[src/rtl/amo_unit_mc_if.sv]
// Core-side and memory-side request/response bundle of the atomic memory unit.
// The unit is the slave towards the core and drives the memory request fields.
interface amo_unit_mc_if #(
   parameter int N      = 2,
   parameter int XLEN   = 32,
   parameter int CBSIZE = 256
);
   logic [N-1:0]      core_id_i;
   logic              core_strobe_i;
   logic [XLEN-1:0]   core_addr_i;
   logic              core_rw_i;
   logic [CBSIZE-1:0] core_data_i;
   logic              core_is_amo_i;
   logic [4:0]        core_amo_type_i;
   logic              core_done_o;
   logic [CBSIZE-1:0] core_data_o;

   logic              M_DMEM_strobe_o;
   logic [XLEN-1:0]   M_DMEM_addr_o;
   logic              M_DMEM_rw_o;
   logic [CBSIZE-1:0] M_DMEM_data_o;
   logic              M_DMEM_done_i;
   logic [CBSIZE-1:0] M_DMEM_data_i;

   modport slave (
      input  core_id_i, core_strobe_i, core_addr_i,
      input  core_rw_i, core_data_i, core_is_amo_i,
      input  core_amo_type_i,
      output core_done_o, core_data_o,
      output M_DMEM_strobe_o, M_DMEM_addr_o,
      output M_DMEM_rw_o, M_DMEM_data_o,
      input  M_DMEM_done_i, M_DMEM_data_i
   );

   modport master (
      output core_id_i, core_strobe_i, core_addr_i,
      output core_rw_i, core_data_i, core_is_amo_i,
      output core_amo_type_i,
      input  core_done_o, core_data_o,
      input  M_DMEM_strobe_o, M_DMEM_addr_o,
      input  M_DMEM_rw_o, M_DMEM_data_o,
      output M_DMEM_done_i, M_DMEM_data_i
   );
endinterface

[src/rtl/amo_unit_mc.sv]
// Multi-core RISC-V A-extension atomic unit: read-modify-write AMOs and
// per-core LR/SC reservations with granule match and expiry timer.
module amo_unit_mc #(
   parameter int N          = 2,
   parameter int XLEN       = 32,
   parameter int CBSIZE     = 256,
   parameter int GRAN_LOG2  = 5,
   parameter int LR_TIMEOUT = 1024
) (
   input logic           clk_i,
   input logic           rst_ni,
   amo_unit_mc_if.slave  bus
);
   localparam int LW     = CBSIZE / 32;
   localparam int OFFW   = $clog2(CBSIZE / 8);
   localparam int LANEW  = (OFFW > 2) ? OFFW - 2 : 1;
   localparam int IW     = $clog2(CBSIZE);
   localparam int GW     = XLEN - GRAN_LOG2;
   localparam int TW     = (LR_TIMEOUT > 1) ? $clog2(LR_TIMEOUT + 1) : 1;
   localparam bit TMR_ON = (LR_TIMEOUT != 0);

   typedef enum logic [1:0] {IDLE, RD, WR, FIN} state_t;

   state_t            state;
   logic [CBSIZE-1:0] cap;
   logic              strb_q;
   logic              rw_q;
   logic              done_q;
   logic              scf_q;

   logic [N-1:0]      valid;
   logic [GW-1:0]     resv [N];
   logic [TW-1:0]     tmr  [N];

   logic [LANEW-1:0]  w;
   logic [IW-1:0]     lo;
   logic [31:0]       rs1;
   logic [31:0]       rs2;
   logic [31:0]       alu;
   logic              lt;
   logic [4:0]        op;
   logic              is_lr;
   logic              is_sc;
   logic              amo_req;
   logic [GW-1:0]     gran;
   logic [N-1:0]      match;
   logic [N-1:0]      expire;
   logic              sc_ok;
   logic              wr_clr;
   logic              fin;
   logic [CBSIZE-1:0] wline;
   logic [CBSIZE-1:0] rline;

   if (LW > 1) begin : g_lane
      assign w = bus.core_addr_i[2 +: LANEW];
   end else begin : g_lane1
      assign w = '0;
   end

   // Lane 0 sits at the MSB end of the line.
   assign lo  = IW'(32 * (LW - 1 - int'(w)));
   assign rs1 = cap[lo +: 32];
   assign rs2 = bus.core_data_i[lo +: 32];

   assign op      = bus.core_amo_type_i;
   assign is_lr   = (op == 5'b00010);
   assign is_sc   = (op == 5'b00011);
   assign amo_req = bus.core_strobe_i & bus.core_is_amo_i;
   assign gran    = bus.core_addr_i[XLEN-1:GRAN_LOG2];
   assign fin     = (state == FIN);

   always_comb begin
      lt  = $signed({~op[3] & rs1[31], rs1})
          < $signed({~op[3] & rs2[31], rs2});
      alu = rs2;
      unique case (op)
         5'b00000: alu = rs1 + rs2;
         5'b00100: alu = rs1 ^ rs2;
         5'b01000: alu = rs1 | rs2;
         5'b01100: alu = rs1 & rs2;
         5'b10000: alu = lt ? rs1 : rs2;
         5'b10100: alu = lt ? rs2 : rs1;
         5'b11000: alu = lt ? rs1 : rs2;
         5'b11100: alu = lt ? rs2 : rs1;
         default:  alu = rs2;
      endcase
   end

   always_comb begin
      wline = cap;
      wline[lo +: 32] = alu;
   end

   always_comb begin
      rline = '0;
      rline[lo +: 32] = is_sc ? {31'b0, scf_q} : rs1;
   end

   always_comb begin
      for (int i = 0; i < N; i++) begin
         match[i]  = (resv[i] == gran);
         expire[i] = TMR_ON && valid[i] && (tmr[i] == '0);
      end
   end

   // An expiring reservation cannot satisfy an SC in the same cycle.
   assign sc_ok = |(bus.core_id_i & valid & match & ~expire);

   assign wr_clr = (bus.core_strobe_i & ~bus.core_is_amo_i
                    & bus.core_rw_i & bus.M_DMEM_done_i)
                 | ((state == WR) & bus.M_DMEM_done_i);

   always_ff @(posedge clk_i or negedge rst_ni) begin
      if (!rst_ni) begin
         state  <= IDLE;
         cap    <= '0;
         strb_q <= 1'b0;
         rw_q   <= 1'b0;
         done_q <= 1'b0;
         scf_q  <= 1'b0;
      end else begin
         done_q <= 1'b0;
         unique case (state)
            IDLE: begin
               if (amo_req) begin
                  if (is_sc && !sc_ok) begin
                     state  <= FIN;
                     done_q <= 1'b1;
                     scf_q  <= 1'b1;
                  end else begin
                     state  <= RD;
                     strb_q <= 1'b1;
                     rw_q   <= 1'b0;
                     scf_q  <= 1'b0;
                  end
               end
            end
            RD: begin
               if (bus.M_DMEM_done_i) begin
                  cap <= bus.M_DMEM_data_i;
                  if (is_lr) begin
                     state  <= FIN;
                     strb_q <= 1'b0;
                     done_q <= 1'b1;
                  end else begin
                     state <= WR;
                     rw_q  <= 1'b1;
                  end
               end
            end
            WR: begin
               if (bus.M_DMEM_done_i) begin
                  state  <= FIN;
                  strb_q <= 1'b0;
                  rw_q   <= 1'b0;
                  done_q <= 1'b1;
               end
            end
            FIN: state <= IDLE;
         endcase
      end
   end

   // Later assignments take priority: LR set over write/SC clears over expiry.
   always_ff @(posedge clk_i or negedge rst_ni) begin
      if (!rst_ni) begin
         valid <= '0;
         for (int i = 0; i < N; i++) begin
            resv[i] <= '0;
            tmr[i]  <= '0;
         end
      end else begin
         for (int i = 0; i < N; i++) begin
            if (valid[i] && TMR_ON) begin
               if (tmr[i] == '0) valid[i] <= 1'b0;
               else              tmr[i]   <= tmr[i] - TW'(1);
            end
            if (wr_clr && match[i])
               valid[i] <= 1'b0;
            if (fin && is_sc && bus.core_id_i[i])
               valid[i] <= 1'b0;
            if (fin && is_lr && bus.core_id_i[i]) begin
               valid[i] <= 1'b1;
               resv[i]  <= gran;
               tmr[i]   <= TW'(LR_TIMEOUT);
            end
         end
      end
   end

   always_comb begin
      bus.M_DMEM_addr_o = bus.core_addr_i;
      if (bus.core_is_amo_i) begin
         bus.M_DMEM_strobe_o = strb_q;
         bus.M_DMEM_rw_o     = rw_q;
         bus.M_DMEM_data_o   = wline;
         bus.core_done_o     = done_q;
         bus.core_data_o     = rline;
      end else begin
         bus.M_DMEM_strobe_o = bus.core_strobe_i;
         bus.M_DMEM_rw_o     = bus.core_rw_i;
         bus.M_DMEM_data_o   = bus.core_data_i;
         bus.core_done_o     = bus.M_DMEM_done_i;
         bus.core_data_o     = bus.M_DMEM_data_i;
      end
   end
endmodule

[src/flat_wrapper.sv]
// flat-port wrapper written by rule: the top's interface ports become plain ports
module amo_unit_mc_flat 
#(
   parameter int N          = 2,
   parameter int XLEN       = 32,
   parameter int CBSIZE     = 256,
   parameter int GRAN_LOG2  = 5,
   parameter int LR_TIMEOUT = 1024
)
  (clk_i, rst_ni, bus_core_id_i, bus_core_strobe_i, bus_core_addr_i, bus_core_rw_i, bus_core_data_i, bus_core_is_amo_i, bus_core_amo_type_i, bus_core_done_o, bus_core_data_o, bus_M_DMEM_strobe_o, bus_M_DMEM_addr_o, bus_M_DMEM_rw_o, bus_M_DMEM_data_o, bus_M_DMEM_done_i, bus_M_DMEM_data_i);
  amo_unit_mc_if #(.N(N), .XLEN(XLEN), .CBSIZE(CBSIZE)) bus_i ();
  input logic clk_i;
  input logic rst_ni;
  input wire logic [$bits(bus_i.core_id_i)-1:0] bus_core_id_i;
  input wire logic [$bits(bus_i.core_strobe_i)-1:0] bus_core_strobe_i;
  input wire logic [$bits(bus_i.core_addr_i)-1:0] bus_core_addr_i;
  input wire logic [$bits(bus_i.core_rw_i)-1:0] bus_core_rw_i;
  input wire logic [$bits(bus_i.core_data_i)-1:0] bus_core_data_i;
  input wire logic [$bits(bus_i.core_is_amo_i)-1:0] bus_core_is_amo_i;
  input wire logic [$bits(bus_i.core_amo_type_i)-1:0] bus_core_amo_type_i;
  output wire logic [$bits(bus_i.core_done_o)-1:0] bus_core_done_o;
  output wire logic [$bits(bus_i.core_data_o)-1:0] bus_core_data_o;
  output wire logic [$bits(bus_i.M_DMEM_strobe_o)-1:0] bus_M_DMEM_strobe_o;
  output wire logic [$bits(bus_i.M_DMEM_addr_o)-1:0] bus_M_DMEM_addr_o;
  output wire logic [$bits(bus_i.M_DMEM_rw_o)-1:0] bus_M_DMEM_rw_o;
  output wire logic [$bits(bus_i.M_DMEM_data_o)-1:0] bus_M_DMEM_data_o;
  input wire logic [$bits(bus_i.M_DMEM_done_i)-1:0] bus_M_DMEM_done_i;
  input wire logic [$bits(bus_i.M_DMEM_data_i)-1:0] bus_M_DMEM_data_i;
  assign bus_i.core_id_i = bus_core_id_i;
  assign bus_i.core_strobe_i = bus_core_strobe_i;
  assign bus_i.core_addr_i = bus_core_addr_i;
  assign bus_i.core_rw_i = bus_core_rw_i;
  assign bus_i.core_data_i = bus_core_data_i;
  assign bus_i.core_is_amo_i = bus_core_is_amo_i;
  assign bus_i.core_amo_type_i = bus_core_amo_type_i;
  assign bus_core_done_o = bus_i.core_done_o;
  assign bus_core_data_o = bus_i.core_data_o;
  assign bus_M_DMEM_strobe_o = bus_i.M_DMEM_strobe_o;
  assign bus_M_DMEM_addr_o = bus_i.M_DMEM_addr_o;
  assign bus_M_DMEM_rw_o = bus_i.M_DMEM_rw_o;
  assign bus_M_DMEM_data_o = bus_i.M_DMEM_data_o;
  assign bus_i.M_DMEM_done_i = bus_M_DMEM_done_i;
  assign bus_i.M_DMEM_data_i = bus_M_DMEM_data_i;
  amo_unit_mc #(.N(N), .XLEN(XLEN), .CBSIZE(CBSIZE), .GRAN_LOG2(GRAN_LOG2), .LR_TIMEOUT(LR_TIMEOUT)) u_core (.clk_i(clk_i), .rst_ni(rst_ni), .bus(bus_i));
endmodule
[config.mk]
export PLATFORM = sky130hd
export DESIGN_NAME = amo_unit_mc_flat
export DESIGN_NICKNAME = d
export VERILOG_FILES = /design/src/rtl/amo_unit_mc_if.sv /design/src/rtl/amo_unit_mc.sv /design/src/flat_wrapper.sv
export SDC_FILE = /design/constraint.sdc
export NUM_CORES = 2
export LEC_CHECK = 0
export CORE_AREA = 5 5 422 424
export CTS_CLUSTER_DIAMETER = 200
export DETAILED_ROUTE_END_ITERATION = 10
export DIE_AREA = 0 0 427 429
export PLACE_DENSITY = 0.47
export SLEW_MARGIN = 40
export SYNTH_ARGS = -nofsm -noshare
export SYNTH_HDL_FRONTEND = slang
export SYNTH_SLANG_ARGS = --single-unit
[constraint.sdc]
create_clock -name clk_i -period 16.2 [get_ports clk_i]
set_input_delay 1.62 -clock clk_i [delete_from_list [all_inputs] [get_ports clk_i]]
set_output_delay 1.62 -clock clk_i [all_outputs]
set_load 0.03 [all_outputs]
After elaboration in Yosys (flattened, before gate mapping)
Cells that the tools add are included.
Cells by class
  add/subtract/negate cells: 5
  order comparisons: 1
  eq/ne operators: 22
  shifts and indexed selects: 5
  muxes and demuxes: 49
  bitwise logic cells: 18
  reduce and logical (&&, ||, !) cells: 29
Operators by type and width (number)
  $mux 256: 2
  $shiftx 256x9->32: 2
  $shiftx 32x10->256: 2
  $and 256x256->256: 1
  $bwmux 256: 1
  $shift 32x10->256 const A: 1
  $pmux 32 s6: 1
  $mux 32: 3
  $mux 11: 6
  $eq 27x27->1: 2
  $lt 33x33->1: 1
  $add 32x32->32: 1
  $and 32x32->32: 1
  $or 32x32->32: 1
  $xor 32x32->32: 1
  $mux 1: 28
  $logic_not 11->1: 2
  $sub 11x1->11 const B: 2
  $eq 5x5->1 const B: 4
  $ne 2x2->1 const B: 6
  $reduce_and 6->1: 2
  $logic_and 1x1->1: 11
  $eq 5x2->1 const B: 2
  $eq 5x4->1 const B: 2
  other kinds (22): 44
Word-level totals
  register bits after elaboration: 340
  bits of input ports: 557
  output and inout bits: 547
  word-level logic and storage cells: 140

Logic depth before layout (Yosys ltp)
  depth in word-level cells: 10
  gate-level depth with buffers: 21
  mapped depth without buffers: 15

Worst setup path before layout
Ideal clock, no wire load.
  path kind: input-to-output
  from: input port bus_core_addr_i[2]
  to: output port bus_M_DMEM_data_o[10]
  data arrival time: 7032 ps
  data required time: 14580 ps
  path slack: 7548 ps
  stages: 20
  buffers on the path: 6
  path through: buf_2 buf_2 buf_2 clkbuf_1 mux4_2 mux2_2 inv_1 ha_1 nor2_1 a221o_1 a21o_1 o41a_1 or3_1 buf_4 buf_2 nor3_1 a21oi_1 o21ai_1 mux2i_1 o21ai_0
On the way
  cells in the longest elaborated chain, start to end: 9
  elaborated cells on any way between the ends: 18
  classes of those cells: add/sub (3); order compare (1); shift (4); mux (5); bitwise (5)
Ends and longest elaborated chain
  from (decl): line flat_wrapper.sv:16  | input wire logic [$bits(bus_i.core_addr_i)-1:0] bus_core_addr_i;
  $sub 3x3->3 *: line amo_unit_mc.sv:61  | assign lo = IW'(32 * (LW - 1 - int'(w)));
  $shiftx 256x9->32, on equally long branches: line amo_unit_mc.sv:62, amo_unit_mc.sv:63
  $and 1x1->1, on equally long branches: line amo_unit_mc.sv:73, amo_unit_mc.sv:74
  $lt 33x33->1: line amo_unit_mc.sv:74  | < $signed({~op[3] & rs2[31], rs2});
  $mux 32, on equally long branches
  $pmux 32 s6: line amo_unit_mc.sv:76  | unique case (op)
  $shiftx 32x10->256: line amo_unit_mc.sv:91  | wline[lo +: 32] = alu;
  $bwmux 256 *: line amo_unit_mc.sv:91
  $mux 256 *: line amo_unit_mc.sv:193  | if (bus.core_is_amo_i) begin
  to (decl): line flat_wrapper.sv:26  | output wire logic [$bits(bus_i.M_DMEM_data_o)-1:0] bus_M_DMEM_data_o;
Every way passes the cells marked *; elsewhere a longest branch is shown, timed or not.

Worst setup path after layout
  from: input port bus_core_addr_i[2]
  to: output port bus_M_DMEM_data_o[216]
Same word-level chain as after synthesis.

==> impl_metrics.json <==
{
  "numCtsBuffers": 48,
  "worstSkewPairLatency_ns": 0.68,
  "syn_nets": 3829,
  "place_congestion": 1.010,
  "stdcell_count": 6518,
  "path_clk_slew_ns": 0.06,
  "start_util_pct": 17.24,
  "layout.cells.most_common": "clkdlybuf4s50_1",
  "area_growth_pct": 53.35,
  "slew_violations": 0,
  "cts_tree": "done",
  "p_leak_nw": 17.39,
  "reg2regPathDepth": 10,
  "wire_per_inst_um": 41.97,
  "outcome": "complete, no violations",
  "grt_pass1_vias": 34250,
  "synth_area_um2": 29900,
  "hold_path.class": "register to register",
  "cts_root_buffer": "clkbuf_16",
  "hold_viol_final": 0,
  "finalCritPeriodShare_pct": 66.51,
  "power.density_nw_per_um2": 149.0,
  "min_from": "u_core.strb_q$_DFFE_PN0P_",
  "max_clock_freq_mhz": 92.81,
  "multi_input_area_um2": 19920,
  "layout_common_cells": "clkdlybuf4s50_1 (1094), dfrtp_1 (340), mux2_2 (326), nor2_1 (292), o2bb2ai_1 (271)",
  "regToRegSetupSlack_ns": 13.13,
  "skew_ns": 0.06499,
  "drc": 0,
  "htree_levels": 2,
  "yosysSeqAreaShare_pct": 28.45,
  "drive_gt1_share_pct": 17.96,
  "hold_buffers": 0,
  "drt_wl_total_um": 273500,
  "clockBufferDepth": 3,
  "worstMarginPinSlew_ns": 0.9433,
  "fin_nets": 4767,
  "end_kind": "output port",
  "setup-violations-final": 0,
  "crit_fanout": 51,
  "synthFlopType": "dfrtp_1",
  "worstSetupPathType": "input pin to output port",
  "crit_path_max_incr_delay_ns": 0.80,
  "crit_chain": "buf_8 > buf_4 > buf_4 > buf_12 > mux4_2 > mux2i_1 > ha_1 > nor4b_1 > and4_1 > o2111a_1 > nor3_1 > nand2_1 > buf_4 > a31oi_1 > o22ai_1 > inv_1 > o211ai_1 > clkdlybuf4s50_1",
  "num_vias": 34830,
  "yosysUniqueCellTypes": 76,
  "hold-path-endpoint": "u_core.strb_q$_DFFE_PN0P_",
  "ant_nets": 0,
  "drv_cap": 0,
  "hpwl_um": 219300,
  "die_area_um2": 183200,
  "port_buffers": 1099,
  "nFillCells": 18610,
  "maxSlewHeadroom_pct": 35.31,
  "worst_path_most_repeated_cell": "buf_4",
  "period_needed_ns": 10.78,
  "dp.cells": 6371,
  "ys_seq_elements": 340,
  "grt_use_total_pct": 28.46,
  "cp_slowest_cell": "clkdlybuf4s50_1",
  "synth_area_per_cell_um2": 9.460,
  "cp.required_ns": 14.58,
  "peakVddDrop_mv": 0.07808,
  "worstSetupStartpointType": "input pin",
  "drtIter0Drc": 4248,
  "fp.dieH_um": 429,
  "viasPerCell": 5.343,
  "rsz0062_at_grt": "no",
  "reg2reg_to": "u_core.strb_q$_DFFE_PN0P_",
  "post_cts_buffers": 0,
  "grt_pass1_wl_um": 350700,
  "grt_start_max_net_pins": 166,
  "path_buf_inv": 7,
  "synth_cells": 3161,
  "crit_family": "buffers and inverters",
  "clock_sinks": 340,
  "seqCellArea_um2": 8508,
  "synth_warnings": 0,
  "die_w_um": 427,
  "r2r_start": "u_core.resv[32]$_DFFE_PN0P_",
  "dr.pass1.iters": 7,
  "synth_edf_count": 0,
  "async_flop_share_pct": 100.0,
  "hold_depth": 2,
  "antenna_found_initial": 126,
  "post_cts_resized": 0,
  "arrival_ns": 9.16,
  "fp-row-count": 153,
  "pin_count": 1104,
  "core_area_um2": 173400,
  "setup_tns_ns": 0,
  "overflow": 0
}
-- metal layers --
metal / global-route usage (%) / wire length [um] / up-vias
met1: 35.44 / 107700 / 17840
met5: 0 / 511 / -
li1: - / - / 13930
met2: 42.67 / 117400 / 2383
met4: 17.04 / 20140 / 78
met3: 9.282 / 27730 / 601
-- stage by stage --
stage	instance area (um^2)	hold slack, ns	worst slack, ns	utilization [%]	power (mW)
finish	45850	0.4903	5.425	26.44	6.833
global placement	43400	0.4709	5.215	25.02	5.453
floorplan	29900	0.4444	7.548	-	3.657
CTS	45620	0.4921	5.436	26.30	6.773
detailed placement	43800	0.4791	5.426	25.25	5.503
global route	45790	0.5157	5.239	26.40	7.048
-- cells by family (layout without fill, tap and decap cells) --
group / Yosys count / count (layout) / synth area share, %
AOI/OAI and AO/OA: 928 / 928 / 22.62
and+or+nand+nor: 719 / 719 / 10.91
muxes: 541 / 541 / 24.83
buffers and inverters: 437 / 1414 / 6.030
DFF: 340 / 340 / 28.45
adders and majority gates: 111 / 111 / 4.670
xor gates and xnor gates: 85 / 85 / 2.490
other: 0 / 55 / 0
-- synthesized netlist by cell type (4+ instances only) --
cell / count / area share [%]
a211oi_1: 9 / 0.23
a21o_1: 21 / 0.53
a21oi_1: 171 / 2.9
a221o_1: 22 / 0.74
a221oi_1: 82 / 2.4
a22oi_1: 39 / 0.98
a311oi_1: 4 / 0.12
a31o_2: 9 / 0.26
a31oi_1: 30 / 0.63
a32oi_1: 10 / 0.29
and2_1: 15 / 0.31
and3_1: 48 / 1.0
buf_1: 9 / 0.11
buf_2: 22 / 0.37
buf_4: 36 / 0.90
clkbuf_1: 258 / 3.2
dfrtp_1: 340 / 28
ha_1: 110 / 4.6
inv_1: 111 / 1.4
mux2_2: 326 / 12
mux2i_1: 87 / 2.9
mux4_2: 128 / 9.6
nand2_1: 165 / 2.1
nand2b_1: 4 / 0.084
nand3_1: 72 / 1.2
nand4_1: 14 / 0.29
nor2_1: 300 / 3.8
nor2b_1: 9 / 0.19
nor3_1: 28 / 0.47
nor3b_1: 4 / 0.10
nor4_1: 19 / 0.40
nor4b_1: 6 / 0.18
o211ai_1: 23 / 0.58
o21a_1: 7 / 0.18
o21ai_0: 156 / 2.6
o21ai_1: 8 / 0.13
o221ai_1: 21 / 0.62
o2bb2ai_1: 271 / 7.9
o31ai_1: 4 / 0.10
or3_1: 16 / 0.33
or4_1: 6 / 0.15
xnor2_1: 47 / 1.4
xor2_1: 38 / 1.1
-- cell type report --
type / count / area share, %
Tap cell: 2325 / 6.344
Sequential cell: 340 / 18.55
Multi-Input combinational cell: 2384 / 43.45
Clock inverter: 23 / 0.9441
Inverter: 112 / 0.9332
Timing Repair Buffer: 1213 / 26.44
Clock buffer: 66 / 3.029
Antenna cell: 55 / 0.3002
-- power by group --
group	switching, mW	leakage [nW]	internal (mW)	total [mW]
logic	2.32	12.4	1.56	3.88
clock network	0.494	0.876	0.750	1.24
registers	0.486	4.09	1.22	1.71
-- worst max-delay path by stage --
| stage | startpoint | slack, ns | depth (start not counted) | to |
|---|---|---|---|---|
| floorplan | bus_core_addr_i[2] | 7.55 | 20 | bus_M_DMEM_data_o[10] |
| global placement | bus_core_addr_i[2] | 5.22 | 17 | bus_M_DMEM_data_o[150] |
| detailed placement | bus_core_addr_i[2] | 5.43 | 19 | bus_M_DMEM_data_o[68] |
| CTS | bus_core_addr_i[2] | 5.44 | 19 | bus_M_DMEM_data_o[68] |
| global route | bus_core_addr_i[2] | 5.24 | 18 | bus_M_DMEM_data_o[216] |
| finish | bus_core_addr_i[2] | 5.42 | 18 | bus_M_DMEM_data_o[216] |
-- registers in the layout (all words and copies together), names as in the netlist --
signal,count
u_core.done_q,1
u_core.strb_q,1
u_core.scf_q,1
u_core.valid,2
u_core.resv,54
u_core.rw_q,1
u_core.cap,256
u_core.tmr,22
u_core.state,2
-- worst register-to-register path: stages, from the launching register on --
cell,delay (ns)
dfrtp_1,0.38
xor2_1,0.14
nor4_1,0.54
nand4_1,0.21
nor4_2,0.56
a31o_2,0.24
a31oi_1,0.08
a211oi_1,0.43
o21ai_0,0.19
nand2_1,0.10
o21ai_0,0.08
Note: power is estimated with default switching activity, not from simulation.
